$ cat src/rtl/ott_ram_arb_pkg.sv
// Shared definitions for the OTT RAM read-port arbiter: FSM states, return
// source tags and parameter defaults.
package ott_ram_arb_pkg;

    localparam int unsigned ADDR_W_DEF  = 10;
    localparam int unsigned RAM_LAT_DEF = 2;

    // Source tag carried alongside each RAM read so returning data can be routed.
    localparam logic SRC_DMA = 1'b0;
    localparam logic SRC_LK  = 1'b1;

    typedef enum logic [1:0] {
        IDLE   = 2'd0,
        DMA_RD = 2'd1,
        LK_RD  = 2'd2
    } arb_state_t;

    // Burst length field: 0 encodes a full 16-word burst.
    function automatic logic [4:0] burst_words(input logic [4:0] len);
        return (len == 5'd0) ? 5'd16 : len;
    endfunction

endpackage

$ cat src/rtl/ott_rd_tag_pipe.sv
// Tag/data return pipeline: tracks each RAM read (valid + source) for RAM_LAT
// cycles and steers the returning word to the DMA or lookup output register.
module ott_rd_tag_pipe
    import ott_ram_arb_pkg::*;
#(
    parameter int unsigned DATA_W  = 64,
    parameter int unsigned RAM_LAT = RAM_LAT_DEF
) (
    input  logic              clk,
    input  logic              rst,
    input  logic              issue,
    input  logic              issue_src,
    input  logic [DATA_W-1:0] ram_data,
    output logic              dma_vld,
    output logic [DATA_W-1:0] dma_data,
    output logic              lk_vld,
    output logic [DATA_W-1:0] lk_data
);

    logic [RAM_LAT-1:0] vld_q;
    logic [RAM_LAT-1:0] src_q;
    logic [RAM_LAT:0]   vld_chain;
    logic [RAM_LAT:0]   src_chain;
    logic [DATA_W-1:0]  dma_data_q;
    logic [DATA_W-1:0]  lk_data_q;
    logic               cap_vld;
    logic               cap_src;

    // Chain bit 0 is the read issued this cycle; bit RAM_LAT is the word being presented.
    assign vld_chain = {vld_q, issue};
    assign src_chain = {src_q, issue_src};
    // The stage just before the output is the one whose data sits on the RAM bus now.
    assign cap_vld   = vld_chain[RAM_LAT-1];
    assign cap_src   = src_chain[RAM_LAT-1];

    // Shift the tag pipeline; reset drops everything in flight.
    always_ff @(posedge clk) begin
        if (rst) begin
            vld_q <= '0;
            src_q <= '0;
        end else begin
            vld_q <= vld_chain[RAM_LAT-1:0];
            src_q <= src_chain[RAM_LAT-1:0];
        end
    end

    // Capture RAM data into the register owned by the word's source; hold otherwise.
    always_ff @(posedge clk) begin
        if (rst) begin
            dma_data_q <= '0;
            lk_data_q  <= '0;
        end else if (cap_vld) begin
            if (cap_src == SRC_DMA) begin
                dma_data_q <= ram_data;
            end else begin
                lk_data_q <= ram_data;
            end
        end
    end

    // Valid strobes come straight from the last tag stage, aligned with the data registers.
    always_comb begin
        dma_vld  = vld_chain[RAM_LAT] && (src_chain[RAM_LAT] == SRC_DMA);
        lk_vld   = vld_chain[RAM_LAT] && (src_chain[RAM_LAT] == SRC_LK);
        dma_data = dma_data_q;
        lk_data  = lk_data_q;
    end

endmodule

$ cat src/rtl/ott_ram_arb.sv
// OTT RAM read-port arbiter: shares one RAM read port between DMA bursts and
// single-word lookups, with a lookup slot forced after each DMA read while a
// lookup is waiting.
module ott_ram_arb
    import ott_ram_arb_pkg::*;
#(
    parameter int unsigned ADDR_W  = ADDR_W_DEF,
    parameter int unsigned DATA_W  = 64,
    parameter int unsigned RAM_LAT = RAM_LAT_DEF
) (
    input  logic              clk,
    input  logic              rst,
    input  logic              dma_raddr_en,
    input  logic [31:0]       dma_raddr,
    input  logic [4:0]        dma_rlen,
    output logic [DATA_W-1:0] dma_rdata,
    output logic              dma_rdata_rdy,
    output logic              dma_rdata_busy,
    input  logic              lk_req,
    input  logic [ADDR_W-1:0] lk_addr,
    output logic              lk_ack,
    output logic [DATA_W-1:0] lk_rdata,
    output logic              lk_rdata_vld,
    output logic              ott_ram_rd_en,
    output logic [ADDR_W-1:0] ott_ram_addr,
    input  logic [DATA_W-1:0] ott_ram_data
);

    arb_state_t        state_q;
    arb_state_t        state_d;
    logic [ADDR_W-1:0] dma_addr_q;
    logic [4:0]        dma_cnt_q;   // words still to issue
    logic [4:0]        ret_cnt_q;   // words still to return
    logic              dma_pend_q;  // burst accepted while a lookup took the first slot
    logic              busy_q;
    logic              accept;
    logic              dma_issue;
    logic              lk_issue;
    logic              last_issue;
    logic              unused_raddr_hi;

    assign unused_raddr_hi = ^dma_raddr[31:ADDR_W];

    assign accept     = (state_q == IDLE) && dma_raddr_en && !busy_q;
    assign dma_issue  = (state_q == DMA_RD);
    assign lk_issue   = (state_q == LK_RD);
    assign last_issue = dma_issue && (dma_cnt_q == 5'd1);

    // Next-state: lookups win in IDLE and get the slot after any DMA read they waited on.
    always_comb begin
        state_d = state_q;
        unique case (state_q)
            IDLE: begin
                if (lk_req) begin
                    state_d = LK_RD;
                end else if (accept) begin
                    state_d = DMA_RD;
                end
            end
            DMA_RD: begin
                if (lk_req) begin
                    state_d = LK_RD;
                end else if (last_issue) begin
                    state_d = IDLE;
                end
            end
            LK_RD: begin
                state_d = (dma_pend_q || (dma_cnt_q != 5'd0)) ? DMA_RD : IDLE;
            end
            default: state_d = IDLE;
        endcase
    end

    // State register.
    always_ff @(posedge clk) begin
        if (rst) begin
            state_q <= IDLE;
        end else begin
            state_q <= state_d;
        end
    end

    // Burst address and issue counter; address wraps naturally at 2^ADDR_W.
    always_ff @(posedge clk) begin
        if (rst) begin
            dma_addr_q <= '0;
            dma_cnt_q  <= '0;
            dma_pend_q <= 1'b0;
        end else begin
            if (accept) begin
                dma_addr_q <= dma_raddr[ADDR_W-1:0];
                dma_cnt_q  <= burst_words(dma_rlen);
                dma_pend_q <= lk_req;
            end else if (dma_issue) begin
                dma_addr_q <= dma_addr_q + 1'b1;
                dma_cnt_q  <= dma_cnt_q - 5'd1;
            end
            if (lk_issue) begin
                dma_pend_q <= 1'b0;
            end
        end
    end

    // Busy spans acceptance through the cycle of the burst's last returned word.
    always_ff @(posedge clk) begin
        if (rst) begin
            busy_q    <= 1'b0;
            ret_cnt_q <= '0;
        end else if (accept) begin
            busy_q    <= 1'b1;
            ret_cnt_q <= burst_words(dma_rlen);
        end else if (dma_rdata_rdy) begin
            ret_cnt_q <= ret_cnt_q - 5'd1;
            if (ret_cnt_q == 5'd1) begin
                busy_q <= 1'b0;
            end
        end
    end

    // RAM port and handshake outputs decoded from the current state.
    always_comb begin
        ott_ram_rd_en  = dma_issue || lk_issue;
        ott_ram_addr   = '0;
        if (dma_issue) begin
            ott_ram_addr = dma_addr_q;
        end else if (lk_issue) begin
            ott_ram_addr = lk_addr;
        end
        lk_ack         = lk_issue;
        dma_rdata_busy = busy_q;
    end

    ott_rd_tag_pipe #(
        .DATA_W  (DATA_W),
        .RAM_LAT (RAM_LAT)
    ) u_tag_pipe (
        .clk       (clk),
        .rst       (rst),
        .issue     (ott_ram_rd_en),
        .issue_src (lk_issue ? SRC_LK : SRC_DMA),
        .ram_data  (ott_ram_data),
        .dma_vld   (dma_rdata_rdy),
        .dma_data  (dma_rdata),
        .lk_vld    (lk_rdata_vld),
        .lk_data   (lk_rdata)
    );

endmodule

$ cat config.mk
export PLATFORM = sky130hd
export DESIGN_NAME = ott_ram_arb
export DESIGN_NICKNAME = d
export VERILOG_FILES = /design/src/rtl/ott_ram_arb_pkg.sv /design/src/rtl/ott_rd_tag_pipe.sv /design/src/rtl/ott_ram_arb.sv
export SDC_FILE = /design/constraint.sdc
export NUM_CORES = 1
export LEC_CHECK = 0
export ABC_AREA = 1
export CAP_MARGIN = 40
export CORE_MARGIN = 2
export CORE_UTILIZATION = 39
export DETAILED_ROUTE_END_ITERATION = 10
export PLACE_DENSITY = 0.77
export SYNTH_ARGS = -nofsm -noshare
export SYNTH_HDL_FRONTEND = slang
export SYNTH_SLANG_ARGS = --single-unit
$ cat constraint.sdc
create_clock -name clk -period 1.4 [get_ports clk]
set_input_delay 0.28 -clock clk [delete_from_list [all_inputs] [get_ports clk]]
set_output_delay 0.28 -clock clk [all_outputs]
set_load 0.01 [all_outputs]
==> impl_metrics.ini <==
[power]
power_density_nw_per_um2 = 1376
total_leakage_power_uw = 0.004538
vdd_drop_max_v = 0.0007891

[critical_path]
start_kind = register
path_class = reg -> out
end_kind = output pin
r2r_setup_slack_ns = -0.14
critPathMaxFanout = 5
r2r-end = state_q[1]$_SDFFE_PP0P_
ff2ff_path_depth = 11
critical_path_arrival_ns = 1.51
r2r-start = state_q[1]$_SDFFE_PP0P_
crit_required_ns = 1.12

[global_route]
grt_pass1_vias = 5946
grt_usage = 0.2167
grt_antenna_before_repair = 0
grt_remaining_overflow = 0
grt_max_degree = 63
grt_first_pass_wirelength_um = 29000

[cts]
holdBufCountCts = 0
clk_latency_ns = 0.42
cts_root_buf = clkbuf_16
cts_tree = built
h-tree-depth = 4
cts_buffer_depth = 2
cts.sinks = 156
cts_made_buffers = 17
cts.clk_slew.worst_paths_ns = 0.06

[layout]
fin_nets = 1217
diodes = 0
final_cell_area_um2 = 9686
syn_to_final_growth_pct = 56.07
drive_gt1_frac = 0.1422

[placed_design]
pre_cts_ws_ns = -0.4498
gp_congestion = 0.8564
io_buffer_count = 235
post-dp-hpwl_um = 12930
postPlaceCellArea_um2 = 8976

[status]
status = finished with violations
violations = setup timing

[die]
num_rows = 46
io_pins = 258
die-area_um2 = 16940
initial_core_util = 0.3950
fp.coreArea_um2 = 15710
die_h_um = 130.1
die_x_um = 130.1

[synthesis]
yosys.area.top_type = dfxtp_1
ys.flop_type = dfxtp_1
synthTopCellsByCount = 288 x nor2_1, 156 x dfxtp_1, 150 x o21ai_0
async_reset_ff_frac = 0
synth_warnings = 0
ys_seq_area_frac = 0.5032
synth_nets = 961
ys_types = 29
syn_area_per_cell_um2 = 7.423
syn_area_um2 = 6206
synth-edff-count = 0
synth.ff_latch_count = 156
yosysMostFrequentCell = nor2_1
synth.top_cells.by_area = dfxtp_1 50%, nor2_1 17%, o21ai_0 12%
synthCells = 836
synth_top_cell_area_share = 0.5032

[detailed_routing]
antenna_left = 0
drc = 0
dr.pass1.iters = 4
num_vias = 6325
routed_via_density = 4.792
wl_per_cell_um = 14.36
drtIter0Drc = 361
drt-total-wl_um = 18960

[sta]
relSlewSlack = 0.7157
post-route-min-period_ns = 1.791
fmax_mhz = 558.3
fin_skew_ns = 0.007049
grt_setup_unrepaired = yes
layout_setup_ws_ns = -0.3913
slew_viol_final = 0
min_period_over_period = 1.279
final-hold-violation-count = 0
finalSetupViolCount = 31
tns_ns = -5.559
worstMarginPinSlew_ns = 0.4265

[hold_path]
holdPathEnd = dma_pend_q$_SDFFE_PP0P_
holdPathStages = 2
hp-class = reg -> reg
min_from = dma_pend_q$_SDFFE_PP0P_

[job]
max-cap-violations = 0
-- worst max path at each step --
stage | slack, ns | start | depth (start not counted) | endpoint
final | -0.39 | state_q[1]$_SDFFE_PP0P_ | 6 | ott_ram_addr[6]
after global routing | -0.44 | state_q[1]$_SDFFE_PP0P_ | 6 | ott_ram_addr[3]
after CTS | -0.42 | state_q[1]$_SDFFE_PP0P_ | 6 | ott_ram_addr[6]
after global placement | -0.39 | state_q[1]$_SDFFE_PP0P_ | 6 | ott_ram_addr[7]
after floorplan | -0.03 | state_q[1]$_SDFFE_PP0P_ | 5 | ott_ram_addr[2]
after detailed placement | -0.45 | state_q[1]$_SDFFE_PP0P_ | 6 | ott_ram_addr[6]
-- metrics by stage --
step	instances	util	total power, µW	hold WS (ns)
finish	1320	0.6164	13330	0.4586
CTS	1316	0.6091	13280	0.4379
floorplan	836	-	6928	0.4149
global placement	1278	0.5713	8598	0.4487
detailed placement	1278	0.5713	8649	0.4512
global route	1320	0.6164	14000	0.4599
-- cell families after synthesis --
family          count (synthesis)  share of synthesized area
compound gates                183                     0.1524
xor+xnor                        3                   0.004235
fa+ha+maj                      10                    0.02016
buf+inv                        98                    0.07238
flops                         156                     0.5032
simple gates                  386                     0.2476
-- flip-flops by register name, indices dropped and copies added (netlist names) --
signal	flops
dma_cnt_q	5
u_tag_pipe.src_q	2
dma_rdata_busy	1
dma_addr_q	10
u_tag_pipe.lk_data	64
dma_pend_q	1
ret_cnt_q	5
u_tag_pipe.vld_q	2
u_tag_pipe.dma_data	64
state_q	2
-- power breakdown --
part	internal, µW	switching (µW)
sequential	4950	264
clock	2700	1940
combinational	1580	1890
-- cells in the final DEF (no fill, tap or decap), types with 11 or more instances in the layout --
cell	n
nor2_1	287
dfxtp_1	153
o21ai_0	134
dlygate4sd2_1	127
clkdlybuf4s50_1	92
nand2_1	46
inv_1	39
buf_4	32
nand3_1	24
clkbuf_16	17
o21ai_1	15
o21ai_2	11
nand2_2	11
buf_2	11
-- cell type report --
type	count	area, µm²
tap	216	270.3
sequential	156	3132
timing repair inverter	2	15.01
clock buffer	18	439.2
inverter	48	191.4
clock inverter	13	153.9
timing repair buffer	284	2645
multi-input combinational	583	2839
fill	1427	6027
-- routing by layer --
metal / vias to the layer above / GRT usage / routed length [µm]
met2: 208 / 0.3745 / 9252
li1: 3193 / - / -
met5: - / 0 / 0
met1: 2891 / 0.2408 / 7583
met3: 33 / 0.08774 / 1640
met4: 0 / 0.07843 / 479
-- critical path: stages, from the launching register on --
cell	delay (ns)
dfxtp_4	0.36
inv_4	0.06
ha_4	0.15
buf_6	0.12
clkinvlp_4	0.12
o21ai_1	0.14
buf_2	0.14
-- what timing repair did --
action | in CTS | in global routing
pin swaps | 14 | 16
setup buffers | 6 | 4
resized for setup | 235 | 36
cloned | 3 | 0
endpoints found under the setup margin | 165 | 38
hold endpoints to repair | 0 | 0
Note: power is estimated with default switching activity, not from simulation.
